## src/rtl/fb_sched_pkg.sv

```systemverilog
// Shared types for the framebuffer port scheduler: FSM states and the
// read-return tag carried alongside each outstanding memory read.
package fb_sched_pkg;

    localparam int TAG_IDX_W = 16;

    typedef enum logic [1:0] {
        IDLE,
        FETCH,
        DRAIN
    } state_e;

    typedef struct packed {
        logic                 valid;
        logic                 bank;
        logic [TAG_IDX_W-1:0] idx;
    } rd_tag_t;

endpackage

```

## src/rtl/read_tag_pipe.sv

```systemverilog
// Delays each read tag by the memory latency so the line-buffer write
// lines up with the returning data.
module read_tag_pipe
    import fb_sched_pkg::*;
#(
    parameter int DEPTH = 2,
    parameter int IDX_W = 8
) (
    input  logic             clk_pixel_in,
    input  logic             rst_in,
    input  rd_tag_t          tag_in,
    output logic             lb_we_out,
    output logic [IDX_W:0]   lb_addr_out
);

    rd_tag_t pipe_q [DEPTH];
    logic    unused_idx_hi;

    always_ff @(posedge clk_pixel_in or posedge rst_in) begin
        if (rst_in) begin
            for (int k = 0; k < DEPTH; k++) begin
                pipe_q[k] <= '0;
            end
        end else begin
            pipe_q[0] <= tag_in;
            for (int k = 1; k < DEPTH; k++) begin
                pipe_q[k] <= pipe_q[k-1];
            end
        end
    end

    assign lb_we_out     = pipe_q[DEPTH-1].valid;
    assign lb_addr_out   = {pipe_q[DEPTH-1].bank,
                            pipe_q[DEPTH-1].idx[IDX_W-1:0]};
    assign unused_idx_hi = |pipe_q[DEPTH-1].idx[TAG_IDX_W-1:IDX_W];

endmodule

```

## src/rtl/framebuffer_port_sched.sv

```systemverilog
// Shares the single framebuffer port between hblank line prefetch and
// the pixel writer; prefetch bursts always win the port.
module framebuffer_port_sched
    import fb_sched_pkg::*;
#(
    parameter int ACTIVE_H_PIXELS = 1280,
    parameter int TOTAL_PIXELS    = 1650,
    parameter int ACTIVE_LINES    = 720,
    parameter int TOTAL_LINES     = 750,
    parameter int LINE_WORDS      = 160,
    parameter int DATA_WIDTH      = 64,
    parameter int ADDR_WIDTH      = 17,
    parameter int MEM_LATENCY     = 2
) (
    input  logic                             clk_pixel_in,
    input  logic                             rst_in,
    input  logic [$clog2(TOTAL_PIXELS)-1:0]  hcount_in,
    input  logic [$clog2(TOTAL_LINES)-1:0]   vcount_in,
    input  logic                             wr_valid_in,
    input  logic [ADDR_WIDTH-1:0]            wr_addr_in,
    input  logic [DATA_WIDTH-1:0]            wr_data_in,
    output logic                             wr_ready_out,
    output logic                             mem_en_out,
    output logic                             mem_we_out,
    output logic [ADDR_WIDTH-1:0]            mem_addr_out,
    output logic [DATA_WIDTH-1:0]            mem_wdata_out,
    input  logic [DATA_WIDTH-1:0]            mem_rdata_in,
    output logic                             lb_we_out,
    output logic [$clog2(LINE_WORDS):0]      lb_addr_out,
    output logic [DATA_WIDTH-1:0]            lb_data_out,
    output logic                             busy_out,
    output logic                             underrun_out
);

    localparam int HW = $clog2(TOTAL_PIXELS);
    localparam int VW = $clog2(TOTAL_LINES);
    localparam int IW = $clog2(LINE_WORDS);
    localparam int DW = $clog2(MEM_LATENCY + 1);
    localparam int AW = ADDR_WIDTH;

    state_e              state_q, state_d;
    logic [IW-1:0]       idx_q;
    logic [DW-1:0]       dcnt_q;
    logic [AW-1:0]       base_q, base_nx;
    logic                bank_q, bank_nx;
    logic                trig, trig_wrap, start;
    logic                last_word, fetch_more, wr_fire;
    logic                en_d, we_d;
    logic [AW-1:0]       addr_d;
    logic [DATA_WIDTH-1:0] wdata_d;
    rd_tag_t             tag_d, tag_q;

    assign trig_wrap  = vcount_in == VW'(TOTAL_LINES - 1);
    assign trig       = (hcount_in == HW'(ACTIVE_H_PIXELS))
                     && (trig_wrap || vcount_in < VW'(ACTIVE_LINES - 1));
    assign start      = trig && state_q == IDLE;
    assign last_word  = idx_q == IW'(LINE_WORDS - 1);
    assign fetch_more = state_q == FETCH && !last_word;

    assign wr_ready_out = !rst_in && !start && !fetch_more;
    assign wr_fire      = wr_valid_in && wr_ready_out;

    // Running base: a line later than the last fetched one, or frame top.
    assign base_nx  = trig_wrap ? '0 : base_q + AW'(LINE_WORDS);
    assign bank_nx  = !trig_wrap && !vcount_in[0];
    assign busy_out = state_q != IDLE;

    always_ff @(posedge clk_pixel_in or posedge rst_in) begin
        if (rst_in) begin
            state_q <= IDLE;
        end else begin
            state_q <= state_d;
        end
    end

    always_comb begin
        state_d = state_q;
        unique case (state_q)
            IDLE:    if (start) state_d = FETCH;
            FETCH:   if (last_word) state_d = DRAIN;
            DRAIN:   if (dcnt_q == DW'(MEM_LATENCY - 1)) state_d = IDLE;
            default: state_d = IDLE;
        endcase
    end

    // Next port operation; the three sources are mutually exclusive.
    always_comb begin
        en_d    = 1'b0;
        we_d    = 1'b0;
        addr_d  = mem_addr_out;
        wdata_d = mem_wdata_out;
        tag_d   = '0;
        unique case (1'b1)
            start: begin
                en_d       = 1'b1;
                addr_d     = base_nx;
                tag_d.valid = 1'b1;
                tag_d.bank = bank_nx;
            end
            fetch_more: begin
                en_d       = 1'b1;
                addr_d     = base_q + AW'(idx_q) + AW'(1);
                tag_d.valid = 1'b1;
                tag_d.bank = bank_q;
                tag_d.idx  = TAG_IDX_W'(idx_q + IW'(1));
            end
            wr_fire: begin
                en_d    = 1'b1;
                we_d    = 1'b1;
                addr_d  = wr_addr_in;
                wdata_d = wr_data_in;
            end
            default: ;
        endcase
    end

    always_ff @(posedge clk_pixel_in or posedge rst_in) begin
        if (rst_in) begin
            idx_q         <= '0;
            dcnt_q        <= '0;
            base_q        <= '0;
            bank_q        <= 1'b0;
            tag_q         <= '0;
            mem_en_out    <= 1'b0;
            mem_we_out    <= 1'b0;
            mem_addr_out  <= '0;
            mem_wdata_out <= '0;
            underrun_out  <= 1'b0;
        end else begin
            mem_en_out    <= en_d;
            mem_we_out    <= we_d;
            mem_addr_out  <= addr_d;
            mem_wdata_out <= wdata_d;
            tag_q         <= tag_d;
            if (start) begin
                base_q <= base_nx;
                bank_q <= bank_nx;
                idx_q  <= '0;
            end else if (fetch_more) begin
                idx_q <= idx_q + IW'(1);
            end
            if (state_q == FETCH) begin
                dcnt_q <= '0;
            end else if (state_q == DRAIN) begin
                dcnt_q <= dcnt_q + DW'(1);
            end
            if (busy_out && (trig || (hcount_in == '0
                    && vcount_in < VW'(ACTIVE_LINES)))) begin
                underrun_out <= 1'b1;
            end
        end
    end

    read_tag_pipe #(
        .DEPTH (MEM_LATENCY),
        .IDX_W (IW)
    ) u_tag_pipe (
        .clk_pixel_in (clk_pixel_in),
        .rst_in       (rst_in),
        .tag_in       (tag_q),
        .lb_we_out    (lb_we_out),
        .lb_addr_out  (lb_addr_out)
    );

    assign lb_data_out = lb_we_out ? mem_rdata_in : '0;

endmodule

```

## config.mk

```make
export PLATFORM = sky130hd
export DESIGN_NAME = framebuffer_port_sched
export DESIGN_NICKNAME = d
export VERILOG_FILES = /design/src/rtl/fb_sched_pkg.sv /design/src/rtl/read_tag_pipe.sv /design/src/rtl/framebuffer_port_sched.sv
export SDC_FILE = /design/constraint.sdc
export NUM_CORES = 1
export LEC_CHECK = 0
export CORE_ASPECT_RATIO = 1.25
export CORE_MARGIN = 5
export CORE_UTILIZATION = 39
export CTS_BUF_LIST = sky130_fd_sc_hd__clkbuf_4 sky130_fd_sc_hd__clkbuf_8
export DETAILED_ROUTE_END_ITERATION = 7
export MAX_ROUTING_LAYER = met4
export PLACE_DENSITY = 0.91
export SLEW_MARGIN = 25
export SYNTH_ARGS = -nofsm -noshare
export SYNTH_HDL_FRONTEND = slang
export SYNTH_SLANG_ARGS = --single-unit
export TNS_END_PERCENT = 20
```

## constraint.sdc

```tcl
create_clock -name clk_pixel_in -period 4.5 [get_ports clk_pixel_in]
set_input_delay 0.675 -clock clk_pixel_in [delete_from_list [all_inputs] [get_ports clk_pixel_in]]
set_output_delay 0.675 -clock clk_pixel_in [all_outputs]
set_load 0.01 [all_outputs]
```

* Word-level counts from Yosys, hierarchy flattened *
Cells that the tools add are included.

word-level totals
  word-level logic and storage cells = 76
  register bits after elaboration = 144
  bits of input ports = 169

cells by class
  add/sub/neg operators = 6
  reduce and logical (&&, ||, !) cells = 25
  equality and inequality tests = 9
  mux-type cells = 15
  magnitude comparators = 2

operators by type and width
  kind                                                              number
  64-bit two-way mux                                                1
  17-bit one-hot mux with 3 select lines                            1
  8-bit two-way mux                                                 3
  10-bit < comparator (second input constant)                       2
  17-bit by 1-bit adder with 17-bit output (second input constant)  1
  17-bit by 8-bit adder with 17-bit output                          1
  17-bit by 8-bit adder with 17-bit output (second input constant)  1
  17-bit two-way mux                                                1
  8-bit by 1-bit adder with 8-bit output (second input constant)    2
  11-bit == test (second input constant)                            1
  11-bit logical NOT                                                1
  10-bit == test (second input constant)                            1
  2-bit two-way mux                                                 5
  1-bit logical AND                                                 9
  8-bit == test (second input constant)                             1
  1-bit logical NOT                                                 6
  2-bit inequality test (second input constant)                     3
  2-bit one-hot mux with 3 select lines                             1
  2-bit nonzero test                                                3
  2-bit by 1-bit == test with 1-bit output (second input constant)  2
  2-bit one-hot mux with 2 select lines                             1
  3-bit AND reduction                                               1
  3-bit nonzero test                                                1
  3-bit OR reduction                                                1
  5 further kinds                                                   7

* Logic depth before layout (Yosys ltp) *
  depth in word-level cells = 10
  depth in mapped cells = 10
  depth with buffers taken out = 10

* Modules after synthesis *
Synthesis repeated with hierarchy kept, for this count alone.

second synthesis, totals
  cells, all modules = 648
  area, all modules = 7098.1 µm²

modules (own cells, without submodules)
  module                  cells each  area each (µm²)  times used
  framebuffer_port_sched  618         6526.3           1
  read_tag_pipe           30          571.8            1

* Least setup slack after synthesis *
No wires, ideal clock.

  kind = in2reg
  from = in rst_in
  to = reg mem_addr_out[11]
  arrival = 5215 ps
  cell stages on the path = 5
  setup slack = -841 ps
  path buffers = 0
  path through = inv_1 -> nand2_1 -> nand2_1 -> nor2_2 -> a221o_1

on the way
  word-level cells in the longest chain between the ends = 5
  elaborated cells between the ends (all ways) = 6
  those cells by class = 1 x mux; 5 x reduce/logical

ends and longest elaborated chain
  what                                                                                 line                           source
  start: declaration                                                                   framebuffer_port_sched.sv:16   input logic rst_in,
  1-bit logical NOT (no source line) *                                                 n/a
  1-bit logical AND * (2 in a row)                                                     framebuffer_port_sched.sv:60   assign wr_ready_out = !rst_in && !start && !fetch_more;
  1-bit logical AND *                                                                  framebuffer_port_sched.sv:61   assign wr_fire = wr_valid_in && wr_ready_out;
  17-bit one-hot mux with 3 select lines / 3-bit nonzero test (equally long branches)  n/a
  end signal: assignment                                                               framebuffer_port_sched.sv:132  mem_addr_out <= addr_d;
  end: declaration                                                                     framebuffer_port_sched.sv:25   output logic [ADDR_WIDTH-1:0] mem_addr_out,

Every way passes the cells marked *; elsewhere a longest branch is shown, timed or not.
A chain may end at the register's enable or synchronous reset.

* Final worst setup path *
  from = in vcount_in[0]
  to = out wr_ready_out

on the way
  word-level cells in the longest chain between the ends = 7
  elaborated cells between the ends (all ways) = 8
  those cells by class = 1 x order compare; 1 x eq/ne; 6 x reduce/logical

ends and longest elaborated chain
  what                                                          line                                                        source
  start: declaration                                            framebuffer_port_sched.sv:18                                input logic [$clog2(TOTAL_LINES)-1:0] vcount_in,
  10-bit < comparator / 10-bit == test (equally long branches)  framebuffer_port_sched.sv:55, framebuffer_port_sched.sv:53
  1-bit logical OR *                                            framebuffer_port_sched.sv:55                                && (trig_wrap || vcount_in < VW'(ACTIVE_LINES - 1));
  1-bit logical AND *                                           framebuffer_port_sched.sv:55
  1-bit logical AND *                                           framebuffer_port_sched.sv:56                                assign start = trig && state_q == IDLE;
  1-bit logical NOT *                                           framebuffer_port_sched.sv:60
  1-bit logical AND * (2 in a row)                              framebuffer_port_sched.sv:60
  end: declaration                                              framebuffer_port_sched.sv:22                                output logic wr_ready_out,

Marked as above.

==> results.cfg <==
[sta]
finalSetupViolCount = 0
tightestPinTransition_ps = 890
fin_crit_sh = 0.794
post-route-min-period_ps = 3570
rsz0062_at_grt = false
slew_headroom = 0.404
hold_viol = 0
drv_slew = 0
finalSetupTns_ps = 0
max_freq_ghz = 0.280
fin_worst_skew_ps = 12.5

[clocking]
post_cts_buffers = 0
cts_root_buf = clkbuf_8
post_cts_resized = 0
cts_tree = built
cts.sinks = 144
clk_pin_slew_worst_paths_ps = 80
cts_hold_buf = 0
htreeDepth = 4
clock_path_buffers = 2
cts_buffers = 17
clock_latency_ps = 450

[synthesis]
ys_seq_elements = 144
synth_edf_count = 0
synth_cell_type_count = 64
avgSynthCellArea_um2 = 11.1
synth.top_cell.area_share = 0.507
ys_dominant_reg_cell = dfrtp_1
netlist_instances = 640
syn_nets = 825
yosysSeqAreaShare = 0.507
yosysWarnings = 0
ys_top_cells_by_area = dfrtp_1, mux2_1, and2_1, mux2_2, ha_1
yosysTopAreaCell = dfrtp_1
synth_async_sr_flop_share = 1.00
netlist_area_um2 = 7110

[grt]
first_global_vias = 6323
grt_pass1_wl_um = 36000
grt_overflow_total = 0
grt_max_degree = 79
grt_use_total = 0.233
antenna_found_initial = 10

[setup_path]
crit_buf_inv = 2
crit_top_cell = clkdlybuf4s50_1
cp_cell_sequence = clkdlybuf4s50_1, nand4b_2, or3_4, a211oi_4, nand2_2, nand2_1, nor2_1, clkdlybuf4s50_1
critical_path_depth = 8
critPathKind = in -> out
cp_max_fo = 6
slowest_delay_ps = 540
critPathRequiredTime_ps = 3830
cp-start-kind = input port
r2r_cells = 10
cp_slowest_cell = clkdlybuf4s50_1
path_delay_family = buffers and inverters
end_kind = output pin
crit_arrival_ps = 2900

[finish]
fillCellCount = 1463
syn2layout_area_growth_pct = 54.7
nets = 1137
drive_above_1_share = 0.0912
mostFrequentLayoutCell = clkdlybuf4s50_1
final_cell_mix = clkdlybuf4s50_1, dfrtp_1, and2_1

[floorplan]
io_pins = 329
core_um2 = 18000
initial_core_util = 0.394
die_area_um2 = 21000
die_y_um = 161
rows = 55
dieWidth_um = 131

[routing]
drc_errors = 0
antenna_left = 0
finalWirelength_um = 24200
avgRoutedWirePerCell_um = 20.1
via_per_inst = 5.12
initialDrtViolationCount = 353
vias = 6162
dr.pass1.iters = 5

[placed_design]
gp_congestion = 0.959
io_buffers = 328
dpl.hpwl_um = 19000

[power]
cellPowerDensity_nw_per_um2 = 548
power.leakage_nw = 4.61
power_mw = 6.02
ir_drop_v = 0.000280

[job]
cap_viol_max_count = 0

[run_status]
status = finished clean

[hold_path]
whs_path_depth = 0
hold_class = reg -> reg
==> sequential cells by signal (all words and copies together), names as in the netlist <==
signal	flops
base_q	17
u_tag_pipe.lb_we_out	1
idx_q	8
u_tag_pipe.pipe_q	10
state_q	2
mem_addr_out	17
tag_q	10
mem_en_out	1
underrun_out	1
mem_wdata_out	64
mem_we_out	1
u_tag_pipe.lb_addr_out	9
dcnt_q	2
bank_q	1
==> report_power, final <==
group          switching [mW]  total, mW  internal (mW)
Sequential              0.326       2.12           1.80
Combinational            1.20       2.75           1.55
Clock                   0.520       1.15          0.627
Total                    2.04       6.02           3.98
==> through the flow <==
step,setup slack (ps),cells,util,hold WS [ps],instance area (um2)
2_1_floorplan,342,640,-,331,7110
4_1_cts,927,1193,0.608,351,11000
3_5_place_dp,902,1161,0.584,335,10500
5_1_grt,801,1203,0.610,361,11000
6_report,926,1203,0.610,350,11000
3_3_place_gp,994,1161,0.584,331,10500
==> layout make-up <==
type	instances	area [um2]	area share
multi-input cells	428	3160	0.288
clock inverters	12	184	0.0167
flip-flops and latches	144	3600	0.328
repair buffers	340	3390	0.308
well taps	228	285	0.0260
inverters	21	82.6	0.00751
clock buffers	20	256	0.0233
diodes	10	25.0	0.00228
==> routing by layer <==
metal	vias up	global-route usage	share of wire
met5	-	-	0
met4	0	0.100	0.031
met3	44	0.0882	0.12
met2	327	0.396	0.52
met1	2959	0.236	0.33
li1	2832	-	-
==> cells in the mapped netlist, types with 15 or more instances <==
master	count
dfrtp_1	144
and2_1	70
nand2_1	48
mux2_1	41
nor2_1	30
mux2_2	25
clkbuf_1	21
inv_1	20
xnor2_1	18
o21ai_0	17
ha_1	15
xor2_1	15
==> worst reg2reg max path: stages, from the launching register on <==
cell and delay, ps:
dfrtp_1 440, inv_1 120, ha_1 180, inv_1 70, fa_1 420, a211oi_1 380
o21ai_0 210, a41o_1 370, xnor2_1 170, nor2_1 60, o32a_1 340
==> final timing paths <==
check                                                start                                  end  slack, ps
hold reg to reg            u_tag_pipe.pipe_q[20]$_DFF_PP0_  u_tag_pipe.lb_addr_out[2]$_DFF_PP0_        350
max in group asynchronous                           rst_in         mem_wdata_out[7]$_DFFE_PP0N_       2360
setup reg to reg                      idx_q[0]$_DFFE_PP0P_          mem_addr_out[8]$_DFFE_PP0P_       1630
setup / recovery                              vcount_in[0]                         wr_ready_out        930
hold / removal             u_tag_pipe.pipe_q[20]$_DFF_PP0_  u_tag_pipe.lb_addr_out[2]$_DFF_PP0_        350
min in group asynchronous                           rst_in        mem_wdata_out[19]$_DFFE_PP0N_        910
==> kinds of logic after synthesis <==
group,count (synthesis),share of synthesized area
buffers and inverters,68,0.0497
and+or+nand+nor,214,0.164
DFF,144,0.507
AOI/OAI and AO/OA,94,0.0972
muxes,71,0.112
adders and majority gates,16,0.0292
xor gates and xnor gates,33,0.0407
Note: power is estimated with default switching activity, not from simulation.
